===== src/rtl/traffic_pkg.sv =====
// Shared lamp codes, controller state encoding and lamp-field helpers
// for the multi-approach traffic light controller.
package traffic_pkg;

   localparam logic [2:0] LT_RED    = 3'b100;
   localparam logic [2:0] LT_GREEN  = 3'b010;
   localparam logic [2:0] LT_YELLOW = 3'b001;

   typedef enum logic [1:0] {
      ALL_RED = 2'd0,
      GREEN   = 2'd1,
      YELLOW  = 2'd2
   } state_e;

   // Lowest bit of the 3-bit lamp field belonging to approach idx.
   function automatic int unsigned field_lsb(input int unsigned idx);
      return 3 * idx;
   endfunction

   function automatic logic [2:0] field_code(input state_e st, input logic owner);
      logic [2:0] code;
      code = LT_RED;
      if (owner && (st == GREEN)) begin
         code = LT_GREEN;
      end else if (owner && (st == YELLOW)) begin
         code = LT_YELLOW;
      end
      return code;
   endfunction

   function automatic logic field_is_red(input logic [2:0] code);
      return code == LT_RED;
   endfunction

endpackage


===== src/rtl/phase_timer.sv =====
// Phase timer: counts tick strobes within one controller phase and flags
// the tick on which the programmed terminal count is reached.
module phase_timer
   import traffic_pkg::*;
#(
   parameter int CNT_W = 8
) (
   input  logic             clk,
   input  logic             rst,
   input  logic             clear_i,
   input  logic             tick_en_i,
   input  logic             hold_i,
   input  logic [CNT_W-1:0] terminal_i,
   output logic [CNT_W-1:0] count_o,
   output logic             done_o
);

   logic [CNT_W-1:0] count_q, count_d;

   always_comb begin
      count_d = count_q;
      if (clear_i || hold_i) begin
         count_d = '0;
      end else if (tick_en_i) begin
         count_d = count_q + CNT_W'(1);
      end
   end

   always_ff @(posedge clk or posedge rst) begin
      if (rst) begin
         count_q <= '0;
      end else begin
         count_q <= count_d;
      end
   end

   assign count_o = count_q;
   assign done_o  = tick_en_i && (count_q == terminal_i);

endmodule


===== src/rtl/traffic_light_ctrl.sv =====
// Multi-approach traffic light controller: rotates green between approaches,
// lets latched pedestrian requests shorten green, and holds all-red on emergency.
module traffic_light_ctrl
   import traffic_pkg::*;
#(
   parameter int NUM_DIR         = 2,
   parameter int GREEN_TICKS     = 6,
   parameter int MIN_GREEN_TICKS = 2,
   parameter int YELLOW_TICKS    = 2,
   parameter int ALLRED_TICKS    = 1,
   parameter int CNT_W           = 8,
   parameter int DIR_W           = (NUM_DIR > 1) ? $clog2(NUM_DIR) : 1
) (
   input  logic                 clk,
   input  logic                 rst,
   input  logic                 tick_en,
   input  logic [NUM_DIR-1:0]   ped_req,
   input  logic                 emerg,
   output logic [3*NUM_DIR-1:0] light,
   output logic [NUM_DIR-1:0]   ped_walk,
   output logic [DIR_W-1:0]     cur_dir,
   output logic                 hold
);

   if (NUM_DIR < 2) begin : g_chk_num_dir
      $error("traffic_light_ctrl: NUM_DIR must be at least 2");
   end
   if ((GREEN_TICKS < 1) || (YELLOW_TICKS < 1) || (ALLRED_TICKS < 1) || (MIN_GREEN_TICKS < 1)) begin : g_chk_zero
      $error("traffic_light_ctrl: phase durations must be non-zero");
   end
   if (MIN_GREEN_TICKS > GREEN_TICKS) begin : g_chk_min_green
      $error("traffic_light_ctrl: MIN_GREEN_TICKS exceeds GREEN_TICKS");
   end
   if ((GREEN_TICKS >= 2**CNT_W) || (YELLOW_TICKS >= 2**CNT_W) || (ALLRED_TICKS >= 2**CNT_W)) begin : g_chk_cnt_w
      $error("traffic_light_ctrl: a duration does not fit in CNT_W bits");
   end

   localparam logic [DIR_W-1:0] LAST_DIR = DIR_W'(NUM_DIR - 1);
   localparam logic [CNT_W-1:0] T_ALLRED = CNT_W'(ALLRED_TICKS - 1);
   localparam logic [CNT_W-1:0] T_GREEN  = CNT_W'(GREEN_TICKS - 1);
   localparam logic [CNT_W-1:0] T_YELLOW = CNT_W'(YELLOW_TICKS - 1);
   localparam logic [CNT_W-1:0] T_MIN    = CNT_W'(MIN_GREEN_TICKS - 1);

   state_e                 state_q, state_d;
   logic [DIR_W-1:0]       dir_q, dir_d;
   logic [NUM_DIR-1:0]     pending_q, pending_d;
   logic [NUM_DIR-1:0]     walk_q, walk_d;
   logic [3*NUM_DIR-1:0]   light_q, light_d;
   logic                   hold_q, hold_d;
   logic [NUM_DIR-1:0]     dir_onehot;
   logic                   other_pending;
   logic                   tmr_clear, tmr_hold, tmr_done;
   logic [CNT_W-1:0]       tmr_count, tmr_terminal;

   always_comb begin
      tmr_terminal = T_ALLRED;
      case (state_q)
         GREEN:   tmr_terminal = T_GREEN;
         YELLOW:  tmr_terminal = T_YELLOW;
         default: tmr_terminal = T_ALLRED;
      endcase
   end

   // Emergency pins the all-red timer at zero so release always buys a full clearance.
   assign tmr_hold = (state_q == ALL_RED) && emerg;

   phase_timer #(
      .CNT_W(CNT_W)
   ) u_timer (
      .clk        (clk),
      .rst        (rst),
      .clear_i    (tmr_clear),
      .tick_en_i  (tick_en),
      .hold_i     (tmr_hold),
      .terminal_i (tmr_terminal),
      .count_o    (tmr_count),
      .done_o     (tmr_done)
   );

   always_comb begin
      state_d       = state_q;
      dir_d         = dir_q;
      pending_d     = pending_q | ped_req;
      walk_d        = walk_q;
      dir_onehot    = NUM_DIR'(1) << dir_q;
      other_pending = |(pending_q & ~dir_onehot);
      case (state_q)
         ALL_RED: begin
            if (tmr_done && !emerg) begin
               state_d            = GREEN;
               walk_d             = '0;
               walk_d[dir_q]      = pending_d[dir_q];
               pending_d[dir_q]   = 1'b0;
            end
         end
         GREEN: begin
            if (emerg || tmr_done || (tick_en && (tmr_count >= T_MIN) && other_pending)) begin
               state_d = YELLOW;
               walk_d  = '0;
            end
         end
         YELLOW: begin
            if (tmr_done) begin
               state_d = ALL_RED;
               dir_d   = (dir_q == LAST_DIR) ? '0 : dir_q + DIR_W'(1);
            end
         end
         default: begin
            state_d = ALL_RED;
            walk_d  = '0;
         end
      endcase
      tmr_clear = (state_d != state_q);
      hold_d    = (state_d == ALL_RED) && emerg;
   end

   // Lamps are decoded from the next state so they change on the same edge as state.
   always_comb begin
      light_d = '0;
      for (int i = 0; i < NUM_DIR; i++) begin
         light_d[field_lsb(i) +: 3] = field_code(state_d, dir_d == DIR_W'(i));
      end
   end

   always_ff @(posedge clk or posedge rst) begin
      if (rst) begin
         state_q   <= ALL_RED;
         dir_q     <= '0;
         pending_q <= '0;
         walk_q    <= '0;
         light_q   <= {NUM_DIR{LT_RED}};
         hold_q    <= 1'b0;
      end else begin
         state_q   <= state_d;
         dir_q     <= dir_d;
         pending_q <= pending_d;
         walk_q    <= walk_d;
         light_q   <= light_d;
         hold_q    <= hold_d;
      end
   end

   assign light    = light_q;
   assign ped_walk = walk_q;
   assign cur_dir  = dir_q;
   assign hold     = hold_q;

endmodule


===== config.mk =====
export PLATFORM = sky130hd
export DESIGN_NAME = traffic_light_ctrl
export DESIGN_NICKNAME = d
export VERILOG_FILES = /design/src/rtl/traffic_pkg.sv /design/src/rtl/phase_timer.sv /design/src/rtl/traffic_light_ctrl.sv
export SDC_FILE = /design/constraint.sdc
export NUM_CORES = 1
export LEC_CHECK = 0
export ABC_AREA = 1
export CORE_MARGIN = 2
export CORE_UTILIZATION = 35
export CTS_CLUSTER_DIAMETER = 80
export DETAILED_ROUTE_END_ITERATION = 16
export MAX_ROUTING_LAYER = met4
export PLACE_DENSITY = 0.51
export SLEW_MARGIN = 10
export SYNTH_ARGS = -nofsm -noshare
export SYNTH_HDL_FRONTEND = slang
export SYNTH_SLANG_ARGS = --single-unit

===== constraint.sdc =====
create_clock -name clk -period 4.7 [get_ports clk]
set_input_delay 0.47 -clock clk [delete_from_list [all_inputs] [get_ports clk]]
set_output_delay 0.47 -clock clk [all_outputs]
set_load 0.03 [all_outputs]

# ---- Word level (Yosys, flattened, before mapping)
# Cells that the tools add are included.
dict set report word_totals {
  regBits 22
  inputBits 6
  out_inout_bits 10
  wordCells 72
}
dict set report op_classes {
  addsub 2
  magnitude_cmp 3
  n_eq_ne 8
  n_shift 1
  mux 23
  bitwise_logic 8
  n_reduce_logical 20
}
# operator count
set ops {}
lappend ops {{8-bit 2-to-1 mux} 2}
lappend ops {{2-bit 2-to-1 mux} 7}
lappend ops {{3-bit 2-to-1 mux} 4}
lappend ops {{2-bit case mux with 3 select lines} 2}
lappend ops {{1-bit logical AND} 11}
lappend ops {{8-bit by 1-bit adder with 8-bit output (second input constant)} 1}
lappend ops {{8-bit by 3-bit == test with 1-bit output} 1}
lappend ops {{8-bit by 1-bit greater-or-equal comparator with 1-bit output (second input constant)} 1}
lappend ops {{2-bit AND} 3}
lappend ops {{1-bit 2-to-1 mux} 6}
lappend ops {{3-bit case mux with 2 select lines} 1}
lappend ops {{2-bit by 1-bit == test with 1-bit output (second input constant)} 2}
lappend ops {{2-bit == test (second input constant)} 2}
lappend ops {{2-bit logical NOT} 2}
lappend ops {{2-bit inverter} 2}
lappend ops {{1-bit logical OR} 3}
lappend ops {{3-bit AND reduction} 1}
lappend ops {{1-bit by 2-bit less-than comparator with 1-bit output (second input constant)} 1}
lappend ops {{2-bit by 1-bit != test with 1-bit output (second input constant)} 1}
lappend ops {{2-bit != test} 1}
lappend ops {{2-bit != test (second input constant)} 1}
lappend ops {{1-bit inverter} 2}
lappend ops {{2-bit OR} 1}
lappend ops {{2-bit nonzero test} 1}
lappend ops {{6 further kinds} 6}

# ---- Depth between registers and ports, before layout
dict set report logic_depth {
  word_depth 12
  depth_mapped 15
  depth_no_buf 15
}

# ---- Hierarchy
# From an unflattened synthesis, not the netlist that was laid out.
dict set report hier_totals {
  cells_unflattened 182
  area_unflattened_um2 1427.6
}
# module instances cells_per_inst area_each_um2 seq_area_each_um2
set by_module_without_submodules {}
lappend by_module_without_submodules {traffic_light_ctrl 1 105 875.8 352.8}
lappend by_module_without_submodules {phase_timer 1 77 551.8 200.2}

# ---- Least setup slack after synthesis
# No wires, ideal clock.
dict set report synth_path {
  kind {register to register}
  start {register state_q[1]}
  end {register u_timer.count_q[3] (netlist: u_timer.count_o[3])}
  setup_ns 0.121
  t_arrival_ns 1.661
  t_required_ns 4.579
  path_slack_ns 2.918
  path_stages_with_launch 14
  path_buffers 0
  synth_period_minus_slack_ns 1.782
  path_cell_list {dfrtp_1 inv_1 ha_1 inv_1 nand2_1 nand2_2 nor2_4 nand4_1 a21oi_2 nand2_2 nand2_1 nand2_2 nand2_4 nor2_2}
}
dict set report synth_between {
  elab_chain_cells 11
  word_cells_on_any_way 18
  cone_classes {eq/ne: 4; mux: 6; reduce/logical: 8}
}
# element line
set synth_rtl {}
lappend synth_rtl {{from (decl)} traffic_light_ctrl.sv:44} ;# state_e state_q, state_d;
lappend synth_rtl {{from (signal assigned)} traffic_light_ctrl.sv:134} ;# state_q <= state_d;
lappend synth_rtl {{2-bit == test / 2-bit by 1-bit == test with 1-bit output (equally long branches)} {traffic_light_ctrl.sv:57, traffic_light_ctrl.sv:87}}
lappend synth_rtl {{3-bit case mux with 2 select lines} traffic_light_ctrl.sv:57} ;# case (state_q)
lappend synth_rtl {{8-bit by 3-bit == test with 1-bit output} phase_timer.sv:38} ;# assign done_o = tick_en_i && (count_q == terminal_i);
lappend synth_rtl {{1-bit logical AND} phase_timer.sv:38}
lappend synth_rtl {{1-bit logical OR (2 in a row)} traffic_light_ctrl.sv:97} ;# if (emerg || tmr_done || (tick_en && (tmr_count >= T_MIN) && other_pending)) begin
lappend synth_rtl {{2-bit 2-to-1 mux} traffic_light_ctrl.sv:97}
lappend synth_rtl {{2-bit case mux with 3 select lines} traffic_light_ctrl.sv:87} ;# case (state_q)
lappend synth_rtl {{2-bit != test} traffic_light_ctrl.sv:113} ;# tmr_clear = (state_d != state_q);
lappend synth_rtl {{1-bit logical OR *} phase_timer.sv:22} ;# if (clear_i || hold_i) begin
lappend synth_rtl {{8-bit 2-to-1 mux / 2-bit nonzero test (equally long branches)} n/a}
lappend synth_rtl {{to (signal assigned)} phase_timer.sv:33} ;# count_q <= count_d;
lappend synth_rtl {{to (decl)} phase_timer.sv:18} ;# logic [CNT_W-1:0] count_q, count_d;
# Mark *: on every way between the ends. The rest lies on a longest branch, timed or not.
# A chain may end at the register's enable or synchronous reset.

# ---- Worst setup path in the final report
dict set report layout_path {
  start {register state_q[1]}
  end {register u_timer.count_q[4] (netlist: u_timer.count_o[4])}
}
# The elaborated chain is that of the path after synthesis.

==> impl_metrics.py <==
metrics = {
    "timing": {
        "worst_pin_slew_ps": 817,
        "post-route-period-util": 0.433,
        "holdWs_ps": 483,
        "finalWorstPathRequiredPeriod_ps": 2030,
        "setup_slack_ps": 2670,
        "grt_setup_unrepaired": "false",
        "setup_violations": 0,
        "maxSlewHeadroom": 0.454,
        "hold_violations": 0,
        "fmax_ghz": 0.492,
        "fin_skew_ps": 10.9,
        "slew_violations": 0,
        "final.setup.tns_ps": 0,
    },
    "global_route": {
        "grt_first_pass_wirelength_um": 4370,
        "grt_use_met2": 0.209,
        "gr-usage-met1": 0.183,
        "top_usage_layer": "met2",
        "antenna_found_initial": 0,
        "track_usage": 0.139,
        "grtUsageMet3": 0.0257,
        "grt_max_degree": 23,
        "globalRouteOverflowTotal": 0,
        "grt_pass1_vias": 960,
    },
    "critical_path": {
        "path_cells": "inv_1 > ha_1 > inv_1 > nand2_1 > nand2_2 > nor2_4 > nand4_1 > a21oi_2 > nand2_2 > nand2_1 > nand2_2 > nand2_4 > nor2_2",
        "setup.worst_path.start_class": "register",
        "critPathRequiredTime_ps": 4860,
        "reg2reg_slack_ps": 2670,
        "cp_slowest_stage_delay_ps": 430,
        "cp_top_family": "simple AND/OR/NAND/NOR gates",
        "slowest_stage": "dfrtp_1",
        "endpoint_kind": "register",
        "arrival_ps": 2190,
        "critPathMaxFanout": 8,
        "rr_endpoint": "u_timer.count_o[4]",
        "ff2ff_path_depth": 13,
        "crit_buf_inv": 2,
        "reg2reg_from": "state_q[1]",
        "path_class": "register to register",
        "crit_top_cell": "nand2_2",
    },
    "synthesis": {
        "synth.ff_latch_count": 22,
        "syn-cell-area_um2": 1320,
        "syn-num-nets": 160,
        "synth_cells": 147,
        "synthDistinctLibCells": 30,
        "ys_warn_count": 0,
        "avgSynthCellArea_um2": 9.01,
        "yosysSeqAreaShare": 0.418,
    },
    "place": {
        "port_buffers": 15,
        "place.gp.congestion": 0.846,
        "hpwl_um": 1820,
        "pre_cts_ws_ps": 2380,
        "dp_cells": 207,
    },
    "route": {
        "wl_um": 2350,
        "drc_errors": 0,
        "vias_per_cell": 4.62,
        "dr.pass1.iters": 4,
        "wl_per_cell_um": 11.1,
        "routed-via-count": 975,
        "drtIter0Drc": 19,
        "ant_nets": 0,
    },
    "final_layout": {
        "fin_cells": 211,
        "seq_area_um2": 553,
        "n_fill_cell": 370,
        "antenna_cells": 0,
        "drive_gt1_frac": 0.239,
        "multi_input_area_um2": 636,
        "final_nets": 177,
        "syn_to_final_growth_pct": 16.4,
    },
    "hold_path": {
        "holdPathStages": 2,
        "hold_path_end": "ped_walk[0]",
        "worstHoldStart": "ped_walk[0]",
        "hold_path_class": "register to register",
    },
    "floorplan": {
        "num_io_pins": 16,
        "dieWidth_um": 65.5,
        "start_util": 0.362,
        "rows": 22,
        "die_h_um": 65.5,
        "fp.dieArea_um2": 4290,
        "coreArea_um2": 3660,
    },
    "clocking": {
        "htreeDepth": 1,
        "cts_tree": "yes",
        "clockRootBuffer": "clkbuf_8",
        "postCtsResizedCells": 0,
        "clk_pin_slew_worst_paths_ps": 90,
        "cts_setup_buffers": 0,
        "hold_buffers": 0,
        "cts_buffer_depth": 2,
        "clkLatencyLatePin_ps": 260,
        "clock_sinks": 22,
        "cts_buffers": 3,
    },
    "power_and_ir_drop": {
        "ir_drop_uv": 178,
        "p_total_mw": 1.04,
        "leakage_nw": 0.727,
        "p_per_area_nw_per_um2": 678,
    },
    "job": {
        "cap_viol_max_count": 0,
    },
    "outcome": {
        "status": "complete, no violations",
    },
}
## how the worst max path moves through the flow
stage | start | end | slack [ps] | cells after the start
finish | state_q[1] | u_timer.count_o[4] | 2670 | 13
global route | state_q[0] | u_timer.count_o[4] | 2480 | 15
CTS | state_q[1] | u_timer.count_o[6] | 2640 | 13
detailed placement | tick_en | u_timer.count_o[6] | 2380 | 10
global placement | tick_en | u_timer.count_o[3] | 2420 | 10
floorplan | state_q[1] | u_timer.count_o[3] | 2920 | 13
## routing by layer
metal	vias to the layer above	share of wire
met1	462	0.48
met2	17	0.47
met3	2	0.033
met5	-	0
met4	0	0.012
li1	494	-
## final cells by class
type                    instances  area share
inverters                      23      0.0561
repair buffers                 15      0.0975
well taps                      48      0.0390
multi-input cells              99       0.413
clock buffers                   4      0.0357
flip-flops and latches         22       0.359
## logic make-up after synthesis
group / Yosys count / share of synthesized area
DFF: 22 / 0.418
AOI/OAI and AO/OA: 11 / 0.0586
xor gates and xnor gates: 7 / 0.0520
and+or+nand+nor: 74 / 0.303
buffers and inverters: 26 / 0.102
adders and majority gates: 7 / 0.0662
## flip-flops by register name, summed over array words and instances, names as in the netlist
register / count
u_timer.count_o: 8
light: 6
ped_walk: 2
pending_q: 2
state_q: 2
cur_dir: 1
hold: 1
## Yosys cell counts, drive strengths merged
master | instances | share of area
nor4 | 1 | 0.0047
buf | 2 | 0.012
nand4 | 6 | 0.028
ha | 7 | 0.066
xor2 | 4 | 0.032
dfrtp | 20 | 0.38
a31oi | 2 | 0.0095
a21oi | 4 | 0.021
nand3 | 10 | 0.042
xnor2 | 3 | 0.020
nor2 | 23 | 0.10
bufbuf | 1 | 0.025
dfstp | 2 | 0.040
inv | 23 | 0.065
o31ai | 2 | 0.011
o21ai | 2 | 0.010
nand3b | 1 | 0.0057
nor3 | 2 | 0.0076
nand2 | 31 | 0.11
a31o | 1 | 0.0066
## power breakdown
group | switching, mW | internal (mW)
combinational | 0.403 | 0.216
sequential | 0.0410 | 0.249
clock | 0.0611 | 0.0746
total | 0.505 | 0.540
## worst min-delay path, stage by stage, from the launching register on
cell	delay (ps)
dfrtp_1	350
nand2_1	50
o31ai_1	50
## per-stage QoR
step / util / instance area [um2]
global route: 0.421 / 1540
CTS: 0.421 / 1540
global placement: 0.406 / 1490
finish: 0.421 / 1540
detailed placement: 0.406 / 1490
floorplan: - / 1320
## layout by cell type, fill, tap and decap left out
master	netlist	final
nor3_1	2	2
xor2_2	1	1
clkdlybuf4s50_1	0	15
inv_1	19	19
a21oi_1	2	2
o31ai_1	2	2
a31o_2	1	1
xnor2_1	3	3
dfstp_2	2	2
nand2_2	6	6
nand4_1	6	6
nor2_1	8	8
nand3_2	1	1
inv_2	4	4
nand2_4	2	2
nor2_2	12	12
a31oi_1	2	2
dfrtp_1	20	20
o21ai_0	1	1
nor2_4	3	3
nand3_1	9	9
nand3b_1	1	1
ha_1	7	7
clkbuf_8	0	4
xor2_1	3	3
a21oi_2	2	2
nand2_1	23	23
o21ai_2	1	1
nor4_1	1	1
Note: power is estimated with default switching activity, not from simulation.
